**src/rtl/rco_extender.sv**
```systemverilog
// rco_extender: extends the 4-bit up/down/load counter to an 8-bit count.
// The high nibble steps once per rising edge of the counter's RCO. The block
// also drives a one-cycle compare-match pulse and a sticky overflow flag.
// Optional feature macro: RCO_EXT_OVF_STOP_EN. When it is defined, a high
// nibble wrap parks the FSM in STOP until CLR or reset.
module rco_extender (
  input  logic       CLK,
  input  logic       RESET_L,
  input  logic       ENB,
  input  logic [1:0] MODO,
  input  logic [3:0] Q,
  input  logic       RCO,
  input  logic [7:0] CMP,
  input  logic       CLR,
  output logic [7:0] Q8,
  output logic [3:0] QH,
  output logic       MATCH,
  output logic       OVF
);

  typedef enum logic [1:0] {
    S_IDLE = 2'd0,
    S_RUN  = 2'd1,
    S_HIT  = 2'd2,
    S_STOP = 2'd3
  } state_t;

  state_t     r_state, w_state_n;
  logic [3:0] r_qh, w_qh_n;
  logic [3:0] r_ql, w_ql_n;
  logic       r_rco_q, w_rco_n;
  logic       r_ovf, w_ovf_n;
  logic       r_match, w_match_n;

  logic       w_event;
  logic       w_wrap;
  logic [7:0] w_next_q8;
  logic       w_hit;

  assign w_event = RCO & ~r_rco_q;

  // Next-state and next-data decode; priority is CLR, then STOP, then ENB.
  always_comb begin
    w_state_n = r_state;
    w_qh_n    = r_qh;
    w_ql_n    = r_ql;
    w_rco_n   = r_rco_q;
    w_ovf_n   = r_ovf;
    w_match_n = 1'b0;
    w_wrap    = 1'b0;
    w_next_q8 = {r_qh, Q};
    w_hit     = 1'b0;
    if (CLR) begin
      w_qh_n    = 4'h0;
      w_ql_n    = 4'h0;
      w_ovf_n   = 1'b0;
      w_state_n = S_IDLE;
    end else if (r_state == S_STOP) begin
      w_state_n = S_STOP;
    end else if (!ENB) begin
      w_state_n = S_IDLE;
    end else begin
      w_ql_n  = Q;
      w_rco_n = RCO;
      case (MODO)
        2'b00: begin
          if (w_event) begin
            w_qh_n = r_qh + 4'd1;
            w_wrap = (r_qh == 4'hF);
          end
        end
        2'b01, 2'b10: begin
          if (w_event) begin
            w_qh_n = r_qh - 4'd1;
            w_wrap = (r_qh == 4'h0);
          end
        end
        default: w_qh_n = 4'h0;
      endcase
      w_ovf_n   = r_ovf | w_wrap;
      w_next_q8 = {w_qh_n, Q};
      w_hit     = (w_next_q8 == CMP);
      case (r_state)
        S_IDLE: w_state_n = S_RUN;
        S_RUN: begin
          if (w_hit) begin
            w_state_n = S_HIT;
            w_match_n = 1'b1;
          end
        end
        S_HIT: begin
          if (!w_hit) w_state_n = S_RUN;
        end
        default: w_state_n = S_IDLE;
      endcase
`ifdef RCO_EXT_OVF_STOP_EN
      if (w_wrap) begin
        w_state_n = S_STOP;
        w_match_n = 1'b0;
      end
`endif
    end
  end

  // State and count registers; asynchronous reset clears everything at once.
  always_ff @(posedge CLK or negedge RESET_L) begin
    if (!RESET_L) begin
      r_state <= S_IDLE;
      r_qh    <= 4'h0;
      r_ql    <= 4'h0;
      r_rco_q <= 1'b0;
      r_ovf   <= 1'b0;
      r_match <= 1'b0;
    end else begin
      r_state <= w_state_n;
      r_qh    <= w_qh_n;
      r_ql    <= w_ql_n;
      r_rco_q <= w_rco_n;
      r_ovf   <= w_ovf_n;
      r_match <= w_match_n;
    end
  end

  assign Q8    = {r_qh, r_ql};
  assign QH    = r_qh;
  assign MATCH = r_match;
  assign OVF   = r_ovf;

endmodule

```
**config.mk**
```make
export PLATFORM = sky130hd
export DESIGN_NAME = rco_extender
export DESIGN_NICKNAME = d
export VERILOG_FILES = /design/src/rtl/rco_extender.sv
export SDC_FILE = /design/constraint.sdc
export NUM_CORES = 1
export LEC_CHECK = 0
export CAP_MARGIN = 30
export CORE_MARGIN = 2
export CORE_UTILIZATION = 35
export DETAILED_ROUTE_END_ITERATION = 8
export PLACE_DENSITY_LB_ADDON = 0.1
export REMOVE_ABC_BUFFERS = 1
export SLEW_MARGIN = 25
export SYNTH_ARGS = -nofsm -noshare
export SYNTH_HDL_FRONTEND = slang
export SYNTH_SLANG_ARGS = --single-unit
```
**constraint.sdc**
```tcl
create_clock -name CLK -period 2.5 [get_ports CLK]
set_input_delay 0.625 -clock CLK [delete_from_list [all_inputs] [get_ports CLK]]
set_output_delay 0.625 -clock CLK [all_outputs]
set_load 0.1 [all_outputs]
```
---- Word-level counts from Yosys, hierarchy flattened ----
Index checks and enable logic that the tools add are counted.
cells by class
  add/sub/neg operators ................... 2
  bitwise logic cells ..................... 5
  muxes and demuxes ....................... 32
  eq/ne operators ......................... 10
  reductions and logical operators ........ 8
operators by type and width
  operator             count
  $mux 4               11
  $mux 1               13
  $mux 2               5
  $ne 5x5->1 const B   2
  $eq 8x8->1           1
  $pmux 4 s2           1
  $eq 2x2->1 const B   3
  $pmux 2 s3           1
  $add 4x1->4 const B  1
  $eq 2x1->1 const B   2
  $eq 4x4->1 const B   1
  $logic_not 2->1      2
  $logic_not 4->1      1
  $reduce_and 2->1     2
  $sub 4x1->4 const B  1
  $not 1->1            3
  $reduce_and 3->1     1
  $ne 2x2->1 const B   1
  $pmux 1 s2           1
  $reduce_bool 2->1    1
  $reduce_or 2->1      1
  $and 1x1->1          1
  $or 1x1->1           1
storage, ports and cells
  output and inout port bits .............. 14
  logic and storage cells ................. 63
  bits in registers ....................... 13
  bits of input ports ..................... 19

---- Logic depth before layout (Yosys ltp) ----
Gate-level depths: netlist of the first run.
  depth after elaboration ................. 13
  gate-level depth with buffers ........... 9
  gate-level depth less buffers ........... 8

---- Worst setup path before layout of the first run ----
No wires, ideal clock.
  kind .................................... reg-to-reg
  start ................................... reg r_qh[0] (netlist: QH[0])
  end ..................................... reg r_match (netlist: MATCH)
  setup slack ............................. -0.077 ns
  arrival ................................. 2.482 ns
  data required time ...................... 2.405 ns
  library setup time ...................... 0.095 ns
  path buffers ............................ 1
  clock period less this slack ............ 2.577 ns
  stages on the path, launching flop included .. 10
  cell sequence ........................... dfrtp_1 > buf_4 > inv_1 > ha_1 > nand2b_1 > mux2i_1 > a211oi_1 > xnor2_1 > nand4_1 > nor4b_2
between the ends
  longest elaborated chain between the ends .. 12
  elaborated cells between the ends (all ways) .. 14
  classes of those cells .................. add/sub (2); eq/ne (1); mux (11)
ends and longest elaborated chain
  element                                     RTL line  text
  start, declared                             29        logic [3:0] r_qh, w_qh_n;
  start signal, assigned                      116       r_qh <= w_qh_n;
  $sub 4x1->4 or $add 4x1->4 (tied branches)  74, 68
  $mux 4 (on tied branches)                   73, 67
  $pmux 4 s2 *                                65        case (MODO)
  $mux 4 *                                    60        end else if (!ENB) begin
  $mux 4 *                                    58        end else if (r_state == S_STOP) begin
  $mux 4 *                                    53        if (CLR) begin
  $eq 8x8->1 *                                82        w_hit = (w_next_q8 == CMP);
  $mux 1 *                                    86        if (w_hit) begin
  $mux 1 *                                    83        case (r_state)
  $mux 1 *                                    60
  $mux 1 *                                    58
  $mux 1 *                                    53
  via w_match_n                               33        logic r_match, w_match_n;
  end signal, assigned                        120       r_match <= w_match_n;
  end, declared                               33
The timed path passes the listed nets; every way through them passes the cells marked *. The select of a mux whose other input is x is not followed.
A chain may end at the register's enable or synchronous reset.

---- Final worst setup path of the first run ----
  start ................................... in MODO[0]
  end ..................................... reg r_match (netlist: MATCH)
between the ends
  longest elaborated chain between the ends .. 12
  elaborated cells between the ends (all ways) .. 14
  classes of those cells .................. eq/ne (3); mux (9); reduce/logical (2)
ends and longest elaborated chain
  element                                   RTL line  text
  start, declared                           10        input logic [1:0] MODO,
  $eq 2x1->1 or $eq 2x2->1 (tied branches)  65
  $reduce_or 2->1                           65
  $pmux 4 s2 *                              65
  $mux 4 *                                  60
  $mux 4 *                                  58
  $mux 4 *                                  53
  $eq 8x8->1 *                              82
  $mux 1 *                                  86
  $mux 1 *                                  83
  $mux 1 *                                  60
  $mux 1 *                                  58
  $mux 1 *                                  53
  via w_match_n                             33
Marked as above.

==> results.toml, run 1 <==
[clocking]
clkLatencyLatePin_ns = 0.28
cts_sinks = 13
cts_buffer_depth = 2
cts_buffers = 3
post-cts-setup-buffer-count = 0
path_clk_slew_ns = 0.08
cts_tree = "built"
cts-root-buf = "clkbuf_4"
h-tree-depth = 1

[setup_path]
cpPeakStageDelay_ns = 0.48
startpoint = "MODO[0]"
startpoint_type = "input pin"
critPathTopFamily = "simple AND/OR/NAND/NOR gates"
r2r_start = "QH[0]"
worst-setup-path-type = "input pin to flop"
regToRegSetupSlack_ns = 0.43
reg2reg_depth = 8
path_depth = 9
arrival_ns = 2.59
endpoint_kind = "flop"
path_buf_inv = 2
r2r_end = "MATCH"
slowest_stage = "clkdlybuf4s50_1"
path_max_fanout = 7
cp.required_ns = 2.70
crit_path_cell_trace = "clkdlybuf4s50_1, inv_1, ha_4, nor3b_2, and3_4, nor4_4, xor2_1, nand4_1, nor4b_2"
endpoint = "MATCH"

[power]
pwr-share-seq = 0.367
p_per_area_nw_per_um2 = 420
power_leakage_uw = 0.000654
ir_drop_mv = 0.327
p_sw_uw = 237
clkPwrFrac = 0.211
swShare = 0.373
comb_power_share = 0.422
internal-power_uw = 397

[layout]
final_common_cell = "buf_4"
nets = 183
area_delta_synth_final_pct = 46.6
layout_common_cells = "buf_4 (34), clkdlybuf4s50_1 (17), dfrtp_1 (13)"
drive_gt1_frac = 0.318
antenna_cells = 0
final_core_util = 0.542

[drt]
postRouteAntennaNets = 0
vias_per_cell = 5.30
drc = 0
wirelength_um = 2540
firstDrtPassIters = 4
wire_per_inst_um = 13.5
drt_iter0_drc = 33
routed-via-count = 996

[grt]
grt_max_degree = 14
overflow = 0
antenna_found_initial = 0
grt_pass1_vias = 942
grt_pass1_wl_um = 4290
track_usage = 0.162

[yosys]
yosysWarnings = 0
synth_async_sr_flop_share = 1.00
ys.flop_type = "dfrtp_1"
yosysSeqAreaShare = 0.316
synth_edf_count = 0
syn_area_um2 = 1030
synth_cells = 108
postSynthAreaPerCell_um2 = 9.52
ys_types = 41
ys_ff_latch = 13

[run_status]
status = "complete, no violations"

[sta]
skew_ns = 0.00446
worst_pin_slew_ns = 0.589
maxSlewHeadroom = 0.606
hold_viol_final = 0
clock.fmax_mhz = 417
finalSetupViolCount = 0
fin_crit_ns = 2.40
period_share = 0.959
tns_ns = 0
slew_viol_final = 0
rsz0062_at_grt = "false"

[floorplan]
start_util = 0.370
row_count = 19
fp.dieW_um = 58.2
ioPinCount = 33
die_h_um = 58.2
coreArea_um2 = 2780
die_area_um2 = 3390

[placement]
hpwl_um = 2060
gp_congestion = 0.819
port_buffers = 32

[run]
drv_cap = 0

[worst_hold_path]
hold_class = "flop to flop"
[synth_stat cells (3+ instances only)]
master,n,area share
nor2_1,5,0.018
a22o_1,6,0.051
nand3b_1,3,0.022
nor3_1,4,0.019
dfrtp_1,13,0.32
nand4_1,4,0.024
nand2_1,9,0.033
a21oi_1,3,0.015
buf_4,5,0.037
inv_1,7,0.026
xnor2_1,6,0.051
nand2b_1,4,0.024
ha_1,6,0.073
[routing by layer]
layer,GRT usage,vias up,routed length (µm)
met5,0,-,0
met4,0.00997,0,8
met1,0.212,471,1170
li1,-,492,-
met3,0.0491,2,152
met2,0.276,31,1200
[final cells by class]
type / count / area (µm²)
well taps: 31 / 38.8
flip-flops and latches: 13 / 325
multi-input cells: 81 / 653
fillers: 264 / 1270
inverters: 7 / 26.3
clock buffers: 4 / 26.3
repair buffers: 52 / 438
[power by group through the flow]
| stage | registers [µW] | logic [µW] | clock network, µW |
|---|---|---|---|
| 3_3_place_gp | 236 | 259 | 0 |
| 4_1_cts | 233 | 262 | 138 |
| 6_report | 233 | 267 | 134 |
| 2_1_floorplan | 304 | 84.0 | 0 |
| 3_5_place_dp | 237 | 260 | 0 |
| 5_1_grt | 235 | 285 | 152 |
[repair_timing]
action | 4_1_cts | 5_1_grt
hold endpoints to repair | 0 | 0
cloned | 0 | 0
resized for setup | 1 | 6
hold buffers | 0 | 0
setup endpoints to repair | 1 | 2
pin swaps | 0 | 5
[sequential cells by signal, summed over array words and instances (netlist names)]
register	count
OVF	1
MATCH	1
r_ql	4
r_state	2
r_rco_q	1
QH	4
[worst min-delay path by stage]
stage | from | to | slack [ns] | cells past startpoint
floorplan | RESET_L | MATCH | 0.33 | 0
global placement | r_state[1] | MATCH | 0.49 | 1
detailed placement | r_state[1] | MATCH | 0.49 | 1
CTS | r_state[1] | MATCH | 0.50 | 1
global route | r_state[1] | MATCH | 0.53 | 1
finish | r_state[1] | MATCH | 0.50 | 1
[logic make-up (layout without fill, tap and decap cells)]
family                     after synthesis  in the layout  synth area share
muxes                                    3              3            0.0316
and+or+nand+nor                         42             42             0.254
buffers and inverters                   14             63            0.0779
xor gates and xnor gates                 7              7            0.0596
DFF                                     13             13             0.316
AOI/OAI and AO/OA                       23             23             0.187
adders and majority gates                6              6            0.0730
[worst register-to-register path, stage by stage (launching register included)]
cell,delay [ns]
dfrtp_1,0.55
inv_1,0.14
ha_1,0.32
nand2b_1,0.11
mux2i_1,0.08
a211oi_1,0.24
xnor2_1,0.19
nand4_1,0.13
nor4b_2,0.22
[stage by stage]
stage,power [µW],cell area (µm²),std cells,setup slack [ns],hold slack [ns]
floorplan,388,975,101,-0.745,0.329
global placement,496,1450,184,-0.261,0.485
detailed placement,497,1450,184,-0.319,0.492
CTS,633,1480,188,0.0392,0.504
global route,672,1510,188,0.0157,0.529
finish,633,1510,188,0.103,0.501
Power figures use the tool's default switching activity.
==> run 2: changes to the inputs <==
--- a/config.mk
+++ b/config.mk
@@ -7,7 +7,7 @@
 export LEC_CHECK = 0
 export CAP_MARGIN = 30
 export CORE_MARGIN = 2
-export CORE_UTILIZATION = 35
+export CORE_UTILIZATION = 45
 export DETAILED_ROUTE_END_ITERATION = 8
 export PLACE_DENSITY_LB_ADDON = 0.1
 export REMOVE_ABC_BUFFERS = 1
==> run 2 against run 1 <==
Against the previous run:
- die area shrank 21%
- fmax grew 3.0%
- via count grew 2.5%
- first-iteration DRC count down 52%
- largest cell class unchanged
- largest power group unchanged
==> results.toml, run 2 (synthesis gave the netlist of run 1 again) <==
[layout]
fillers = 179
layout_common_cells = "buf_4 (32), clkdlybuf4s50_1 (16), dfrtp_1 (13)"
multi_input_area_um2 = 666
finalNonFillerCells = 183
antenna_cells = 0
seqCellArea_um2 = 325
nets = 181
area_delta_synth_final_pct = 46.2
final_core_util = 0.686
drive_gt1_frac = 0.323
final_common_cell = "buf_4"

[power]
power_leakage_uw = 0.000656
post-layout-total-power_uw = 638
ir_drop_mv = 0.306
p_per_area_nw_per_um2 = 424

[clocking]
cts_sinks = 13
cts_buffers = 3
path_clk_slew_ns = 0.09
cts-root-buf = "clkbuf_4"
cts_buffer_depth = 2
cts_tree = "built"
clkLatencyLatePin_ns = 0.28
h-tree-depth = 1
cts_hold_buffers = 0

[grt]
grt_pass1_wl_um = 4400
grt_max_degree = 14
overflow = 0
track_usage = 0.223
grt_pass1_vias = 971
antenna_found_initial = 0

[sta]
clock.fmax_mhz = 430
finalSetupViolCount = 0
period_share = 0.931
rsz0062_at_grt = "false"
skew_ns = 0.00770
tns_ns = 0
holdWs_ns = 0.499
worst_pin_slew_ns = 0.641
maxSlewHeadroom = 0.571
slew_viol_final = 0
fin_crit_ns = 2.33
hold_viol_final = 0

[setup_path]
slowest_stage = "clkdlybuf4s50_1"
path_buf_inv = 1
r2r_start = "QH[0]"
r2r_end = "MATCH"
regToRegSetupSlack_ns = 0.36
endpoint_kind = "flop"
startpoint_type = "input pin"
critPathTopFamily = "simple AND/OR/NAND/NOR gates"
cp.required_ns = 2.70
cpPeakStageDelay_ns = 0.50
crit_path_cell_trace = "clkdlybuf4s50_1, and2b_1, a211oi_4, nor4_4, xor2_1, nand4_1, nor4b_2"
reg2reg_depth = 8
arrival_ns = 2.52
path_max_fanout = 6
worst-setup-path-type = "input pin to flop"

[drt]
firstDrtPassIters = 5
route.met3.wl_um = 132
wl_met2_um = 1320
drt_iter0_drc = 16
drc = 0
dr.max_layer_used = "met4"
wire_per_inst_um = 14.8
postRouteAntennaNets = 0
wl_met1_um = 1240
wirelength_um = 2710
routed-via-count = 1021
vias_per_cell = 5.58

[worst_hold_path]
hold_class = "flop to flop"
holdPathEnd = "MATCH"
worstHoldPathCells = 1
hold_start = "r_state[1]"

[placement]
placed_cells = 179
port_buffers = 32
hpwl_um = 2080
gp_congestion = 0.914

[run_status]
status = "complete, no violations"

[floorplan]
fp.dieW_um = 51.8
ioPinCount = 33
die_h_um = 51.8
coreArea_um2 = 2190
row_count = 17
start_util = 0.469
die_area_um2 = 2680

[run]
drv_cap = 0
[run 2: area by class of cell]
type	instances	share of cell area
tap	28	0.0233
clock buffer	4	0.0175
multi-input combinational	81	0.443
inverter	7	0.0175
timing repair buffer	50	0.283
sequential	13	0.216
[run 2: worst max-delay path by stage]
stage            start  endpoint  slack [ns]  cells after the start
5_1_grt            RCO     MATCH        0.07                      7
3_5_place_dp   MODO[0]     MATCH       -0.31                      9
4_1_cts        MODO[1]     MATCH        0.01                      9
6_report           RCO     MATCH        0.17                      7
2_1_floorplan    QH[0]     MATCH       -0.74                      8
3_3_place_gp   MODO[0]     MATCH       -0.23                      9
[run 2: layer usage]
metal  global-route usage  up-vias
met1                0.281      494
met2                0.365       33
met3               0.0661        2
met5                    0        -
met4               0.0702        0
li1                     -      492
[run 2: per-stage QoR]
| stage | worst slack [ns] | cell area (µm²) |
|---|---|---|
| 6_report | 0.174 | 1500 |
| 2_1_floorplan | -0.745 | 975 |
| 5_1_grt | 0.0747 | 1500 |
| 4_1_cts | 0.0134 | 1470 |
| 3_3_place_gp | -0.233 | 1430 |
| 3_5_place_dp | -0.307 | 1430 |
[run 2: repair_timing]
action | CTS | global route
pin swaps | 1 | 4
buffers inserted | 0 | 0
resized for setup | 1 | 9
cloned | 0 | 0
endpoints found under the setup margin | 1 | 3
[run 2: power breakdown]
part           total [µW]  internal, µW  switching [µW]
logic                 270           113             157
clock network         136          61.9            73.8
registers             233           220            12.6
total                 638           395             243
==> run 3: changes to the inputs <==
--- a/config.mk
+++ b/config.mk
@@ -5,7 +5,6 @@
 export SDC_FILE = /design/constraint.sdc
 export NUM_CORES = 1
 export LEC_CHECK = 0
-export CAP_MARGIN = 30
 export CORE_MARGIN = 2
 export CORE_UTILIZATION = 45
 export DETAILED_ROUTE_END_ITERATION = 8
==> results of run 3 <==
No change in the layout: final DEF, timing and power equal those of run 2.
